[config.mk]
export PLATFORM = sky130hd
export DESIGN_NAME = key_debounce
export DESIGN_NICKNAME = d
export VERILOG_FILES = /design/src/rtl/key_debounce_pkg.sv /design/src/rtl/key_debounce_sync.sv /design/src/rtl/key_debounce.sv
export SDC_FILE = /design/constraint.sdc
export NUM_CORES = 1
export LEC_CHECK = 0
export ABC_AREA = 1
export BUFFER_PORTS_ARGS = -buffer_cell sky130_fd_sc_hd__buf_4
export CAP_MARGIN = 15
export CORE_MARGIN = 3
export CORE_UTILIZATION = 60
export DETAILED_ROUTE_END_ITERATION = 10
export GPL_ROUTABILITY_DRIVEN = 0
export HOLD_SLACK_MARGIN = 0.02
export PLACE_DENSITY_LB_ADDON = 0.1
export SYNTH_ARGS = -nofsm -noshare
export SYNTH_HDL_FRONTEND = slang
export SYNTH_HIERARCHICAL = 1
export SYNTH_SLANG_ARGS = --single-unit
[constraint.sdc]
create_clock -name clk -period 2.5 [get_ports clk]
set_input_delay 0.25 -clock clk [delete_from_list [all_inputs] [get_ports clk]]
set_output_delay 0.25 -clock clk [all_outputs]
set_load 0.005 [all_outputs]
[src/rtl/key_debounce_pkg.sv]
// Shared types and defaults for the key debouncer (see key_debounce.sv for
// the optional DEBOUNCE_PULSE_OUT_EN pulse outputs).
package key_debounce_pkg;

  localparam int unsigned DEFAULT_CNT_W   = 20;
  localparam int unsigned DEFAULT_CNT_MAX = 999_999;

  typedef enum logic [1:0] {
    STABLE_LOW  = 2'b00,
    WAIT_HIGH   = 2'b01,
    STABLE_HIGH = 2'b10,
    WAIT_LOW    = 2'b11
  } state_e;

  function automatic logic is_wait(state_e st);
    return (st == WAIT_HIGH) || (st == WAIT_LOW);
  endfunction

endpackage

[src/rtl/key_debounce_sync.sv]
// Two-flop synchroniser for the raw key level; both flops clear to 0 on reset.
module sync_2ff (
  input  logic clk,
  input  logic rst_n,
  input  logic d,
  output logic q
);

  logic meta_q;
  logic sync_q;

  always_ff @(posedge clk or negedge rst_n) begin
    if (!rst_n) begin
      meta_q <= 1'b0;
      sync_q <= 1'b0;
    end else begin
      meta_q <= d;
      sync_q <= meta_q;
    end
  end

  assign q = sync_q;

endmodule

[src/rtl/key_debounce.sv]
// Key/switch debouncer: synchronise, then qualify each level change for CNT_MAX+1
// stable cycles. Define DEBOUNCE_PULSE_OUT_EN to add press/release pulse outputs.
module key_debounce
  import key_debounce_pkg::*;
#(
  parameter int unsigned CNT_W   = DEFAULT_CNT_W,
  parameter int unsigned CNT_MAX = DEFAULT_CNT_MAX
) (
  input  logic clk,
  input  logic rst_n,
  input  logic data_in,
  output logic data_out,
  output logic busy
`ifdef DEBOUNCE_PULSE_OUT_EN
  ,
  output logic press_pulse,
  output logic release_pulse
`endif
);

  localparam logic [CNT_W-1:0] CNT_LIMIT = CNT_W'(CNT_MAX);

  logic             s_sync;
  state_e           state_q, state_d;
  logic [CNT_W-1:0] cnt_q, cnt_d;
  logic             data_out_q, data_out_d;
  logic             busy_q, busy_d;
`ifdef DEBOUNCE_PULSE_OUT_EN
  logic             press_q, press_d;
  logic             release_q, release_d;
`endif

  sync_2ff u_sync (
    .clk   (clk),
    .rst_n (rst_n),
    .d     (data_in),
    .q     (s_sync)
  );

  // Any opposite-level sample during a WAIT state drops back to the stable state,
  // so the next attempt always starts again from cnt = 0.
  always_comb begin
    state_d    = state_q;
    cnt_d      = cnt_q;
    data_out_d = data_out_q;
`ifdef DEBOUNCE_PULSE_OUT_EN
    press_d    = 1'b0;
    release_d  = 1'b0;
`endif
    case (state_q)
      STABLE_LOW: begin
        if (s_sync) begin
          state_d = WAIT_HIGH;
          cnt_d   = '0;
        end
      end
      WAIT_HIGH: begin
        if (!s_sync) begin
          state_d = STABLE_LOW;
          cnt_d   = '0;
        end else if (cnt_q == CNT_LIMIT) begin
          state_d    = STABLE_HIGH;
          data_out_d = 1'b1;
          cnt_d      = '0;
`ifdef DEBOUNCE_PULSE_OUT_EN
          press_d    = 1'b1;
`endif
        end else begin
          cnt_d = cnt_q + CNT_W'(1);
        end
      end
      STABLE_HIGH: begin
        if (!s_sync) begin
          state_d = WAIT_LOW;
          cnt_d   = '0;
        end
      end
      WAIT_LOW: begin
        if (s_sync) begin
          state_d = STABLE_HIGH;
          cnt_d   = '0;
        end else if (cnt_q == CNT_LIMIT) begin
          state_d    = STABLE_LOW;
          data_out_d = 1'b0;
          cnt_d      = '0;
`ifdef DEBOUNCE_PULSE_OUT_EN
          release_d  = 1'b1;
`endif
        end else begin
          cnt_d = cnt_q + CNT_W'(1);
        end
      end
      default: begin
        state_d = STABLE_LOW;
        cnt_d   = '0;
      end
    endcase
    busy_d = is_wait(state_d);
  end

  always_ff @(posedge clk or negedge rst_n) begin
    if (!rst_n) begin
      state_q    <= STABLE_LOW;
      cnt_q      <= '0;
      data_out_q <= 1'b0;
      busy_q     <= 1'b0;
`ifdef DEBOUNCE_PULSE_OUT_EN
      press_q    <= 1'b0;
      release_q  <= 1'b0;
`endif
    end else begin
      state_q    <= state_d;
      cnt_q      <= cnt_d;
      data_out_q <= data_out_d;
      busy_q     <= busy_d;
`ifdef DEBOUNCE_PULSE_OUT_EN
      press_q    <= press_d;
      release_q  <= release_d;
`endif
    end
  end

  assign data_out = data_out_q;
  assign busy     = busy_q;
`ifdef DEBOUNCE_PULSE_OUT_EN
  assign press_pulse   = press_q;
  assign release_pulse = release_q;
`endif

endmodule

==> results.json <==
{
  "synthTopCellsByArea": "dfrtp_1 43%, nand2_1 11%, xor2_1 6.1%",
  "clkSinkCount": 25,
  "dp_cells": 212,
  "synth_nets": 186,
  "path_cells": "ha_1 -> nand3_1 -> nor2_2 -> nand3_1 -> nand2_2 -> inv_2 -> nand3_1 -> o21ai_0",
  "grt_pass1_vias": 1071,
  "synth_top_area_share_pct": 43.5,
  "r2r_cells": 8,
  "r2r-start": "cnt_q[0]",
  "netlist_instances": 182,
  "dr_wl_met3_um": 94,
  "antenna_cells": 0,
  "mostFrequentLayoutCells": "43 x nand2_1, 25 x dfrtp_1, 21 x inv_1",
  "cp.arrival_ns": 1.92,
  "fin_skew_ns": 0.00862,
  "syn_avg_cell_area_um2": 7.91,
  "fin_tns_setup_ns": 0,
  "io_pins": 5,
  "worst_pin_slew_ns": 0.418,
  "syn2layout_area_growth_pct": 6.78,
  "grt_max_degree": 26,
  "wirelength_um": 2780,
  "cp_max_fo": 13,
  "slew_violations": 0,
  "cts_tree": "yes",
  "dp_slack_ns": 0.818,
  "p_total_mw": 0.631,
  "r2r_setup_slack_ns": 0.80,
  "leakage_nw": 0.662,
  "synth_cell_types": 24,
  "worst_path_most_repeated_cell": "nand3_1",
  "fp.dieW_um": 55.0,
  "max-slew-margin-rel_pct": 72.0,
  "syn-cell-area_um2": 1440,
  "start_kind": "flop",
  "finish.utilization_pct": 68.8,
  "status": "finished clean",
  "wl_met2_um": 1380,
  "antenna_found_initial": 0,
  "cap_violations": 0,
  "row_count": 17,
  "finalHoldViolCount": 0,
  "min_path_type": "in -> async",
  "cts_inserted_buffers": 3,
  "vias": 1197,
  "rsz0062_at_grt": "no",
  "firstDrtPassIters": 4,
  "drive_gt1_share_pct": 15.8,
  "cts-root-buf": "clkbuf_4",
  "port_buffers": 4,
  "initial_core_util_pct": 64.4,
  "die_height_um": 55.0,
  "wl_per_cell_um": 12.8,
  "crit_required_ns": 2.72,
  "hpwl_um": 2050,
  "seq_area_frac_synth_pct": 43.5,
  "ant_nets": 0,
  "clk-insertion-delay-late_ns": 0.32,
  "ir_worst_vdd_v": 0.000390,
  "yosysTopAreaCell": "dfrtp_1",
  "max_freq_mhz": 587,
  "area.sequential_um2": 626,
  "drt_iter0_drc": 21,
  "min_period_over_period_pct": 68.1,
  "reg2reg_to": "cnt_q[15]",
  "cts.clk_slew.worst_paths_ns": 0.14,
  "crit_type": "reg -> reg",
  "drc": 0,
  "instances_no_fill": 218,
  "cpPeakStageDelay_ns": 0.43,
  "endpoint_kind": "flop",
  "coreArea_um2": 2230,
  "h-tree-depth": 1,
  "cts_setup_buffers": 0,
  "finalSetupViolations": 0,
  "die_area_um2": 3020,
  "nFillCells": 191,
  "grt_overflow": 0,
  "clk_path_buf_depth": 2,
  "met1Wirelength_um": 1270,
  "ys_seq_elements": 25,
  "final_common_cell": "nand2_1",
  "critPathSlowestCell": "dfrtp_1",
  "grt_pass1_wl_um": 4620,
  "top_layer_used": "met4",
  "num-nets-final": 195,
  "via_per_inst": 5.49,
  "pwr_density_cell_nw_per_um2": 411,
  "multi_input_area_um2": 708,
  "yosysWarnings": 6,
  "setup_slack_ns": 0.797,
  "final.min_clock_period_ns": 1.70,
  "grt_use_total_pct": 21.6
}
## cell type report
type | instances | share of cell area, %
Timing Repair Buffer | 6 | 3.26
Sequential cell | 25 | 40.7
Inverter | 24 | 5.86
Multi-Input combinational cell | 131 | 46.1
Clock inverter | 1 | 0.326
Clock buffer | 3 | 1.47
Tap cell | 28 | 2.28
## repair_timing
item                                   CTS  global route
hold buffers                             2             0
endpoints found under the hold margin   26             0
gates resized for setup                  0             0
## worst max-delay path by stage
stage	endpoint	from	slack, ns
6_report	cnt_q[15]	cnt_q[0]	0.80
5_1_grt	cnt_q[15]	cnt_q[0]	0.62
4_1_cts	cnt_q[15]	cnt_q[0]	0.80
3_5_place_dp	cnt_q[15]	cnt_q[0]	0.82
3_3_place_gp	cnt_q[12]	cnt_q[0]	0.93
2_1_floorplan	cnt_q[10]	cnt_q[0]	1.15
## per-layer routing
metal,GRT usage [%],up-vias
met1,28.2,574
li1,-,602
met4,8.91,0
met2,35.8,17
met3,3.22,4
met5,0,-
## cells in the mapped netlist
library cell / n
a21oi_1: 3
o21ai_2: 1
o21ai_1: 5
buf_4: 2
nor2_1: 19
o21ai_0: 7
inv_1: 21
xnor2_1: 1
nand2_4: 1
nand2_2: 5
o21bai_1: 1
nor2_2: 4
nor2_4: 4
nand3_1: 9
nor3_1: 3
nand4_1: 2
xor2_1: 10
dfrtp_1: 25
o22ai_1: 7
a31oi_1: 1
nand2_1: 43
nand3_2: 4
ha_1: 1
inv_2: 3
## per-stage QoR
stage	cell area [um^2]	hold WS (ns)
2_1_floorplan	1440	-0.0456
3_3_place_gp	1490	0.168
3_5_place_dp	1490	0.167
4_1_cts	1540	0.357
5_1_grt	1540	0.350
6_report	1540	0.352
## flip-flops by register name, summed over array words and instances, names as in the netlist
signal,count
state_q,1
busy,1
u_sync/q,1
u_sync/meta_q,1
data_out,1
cnt_q,20
## worst max-delay path: cells and delay by family, from the launching register on
| kind | cells | cell delay [ns] |
|---|---|---|
| DFF | 1 | 0.43 |
| and+or+nand+nor | 5 | 0.71 |
| adders and majority gates | 1 | 0.24 |
| AOI/OAI and AO/OA | 1 | 0.08 |
| buffers and inverters | 1 | 0.14 |
## kinds of logic (layout without fill, tap and decap cells)
kind of cell / count (synthesis) / in the layout / share of synthesized area, %
AND/OR/NAND/NOR: 94 / 94 / 31.8
buffers and inverters: 26 / 34 / 7.30
AO/OA/AOI/OAI: 25 / 25 / 9.83
flip-flops: 25 / 25 / 43.5
XOR/XNOR: 11 / 11 / 6.70
adder cells (fa/ha/maj): 1 / 1 / 0.869
## power breakdown
group / switching [mW] / total, mW / internal [mW]
clock network: 0.120 / 0.180 / 0.0599
logic: 0.0263 / 0.0371 / 0.0108
registers: 0.00481 / 0.414 / 0.410
Note: power is estimated with default switching activity, not from simulation.
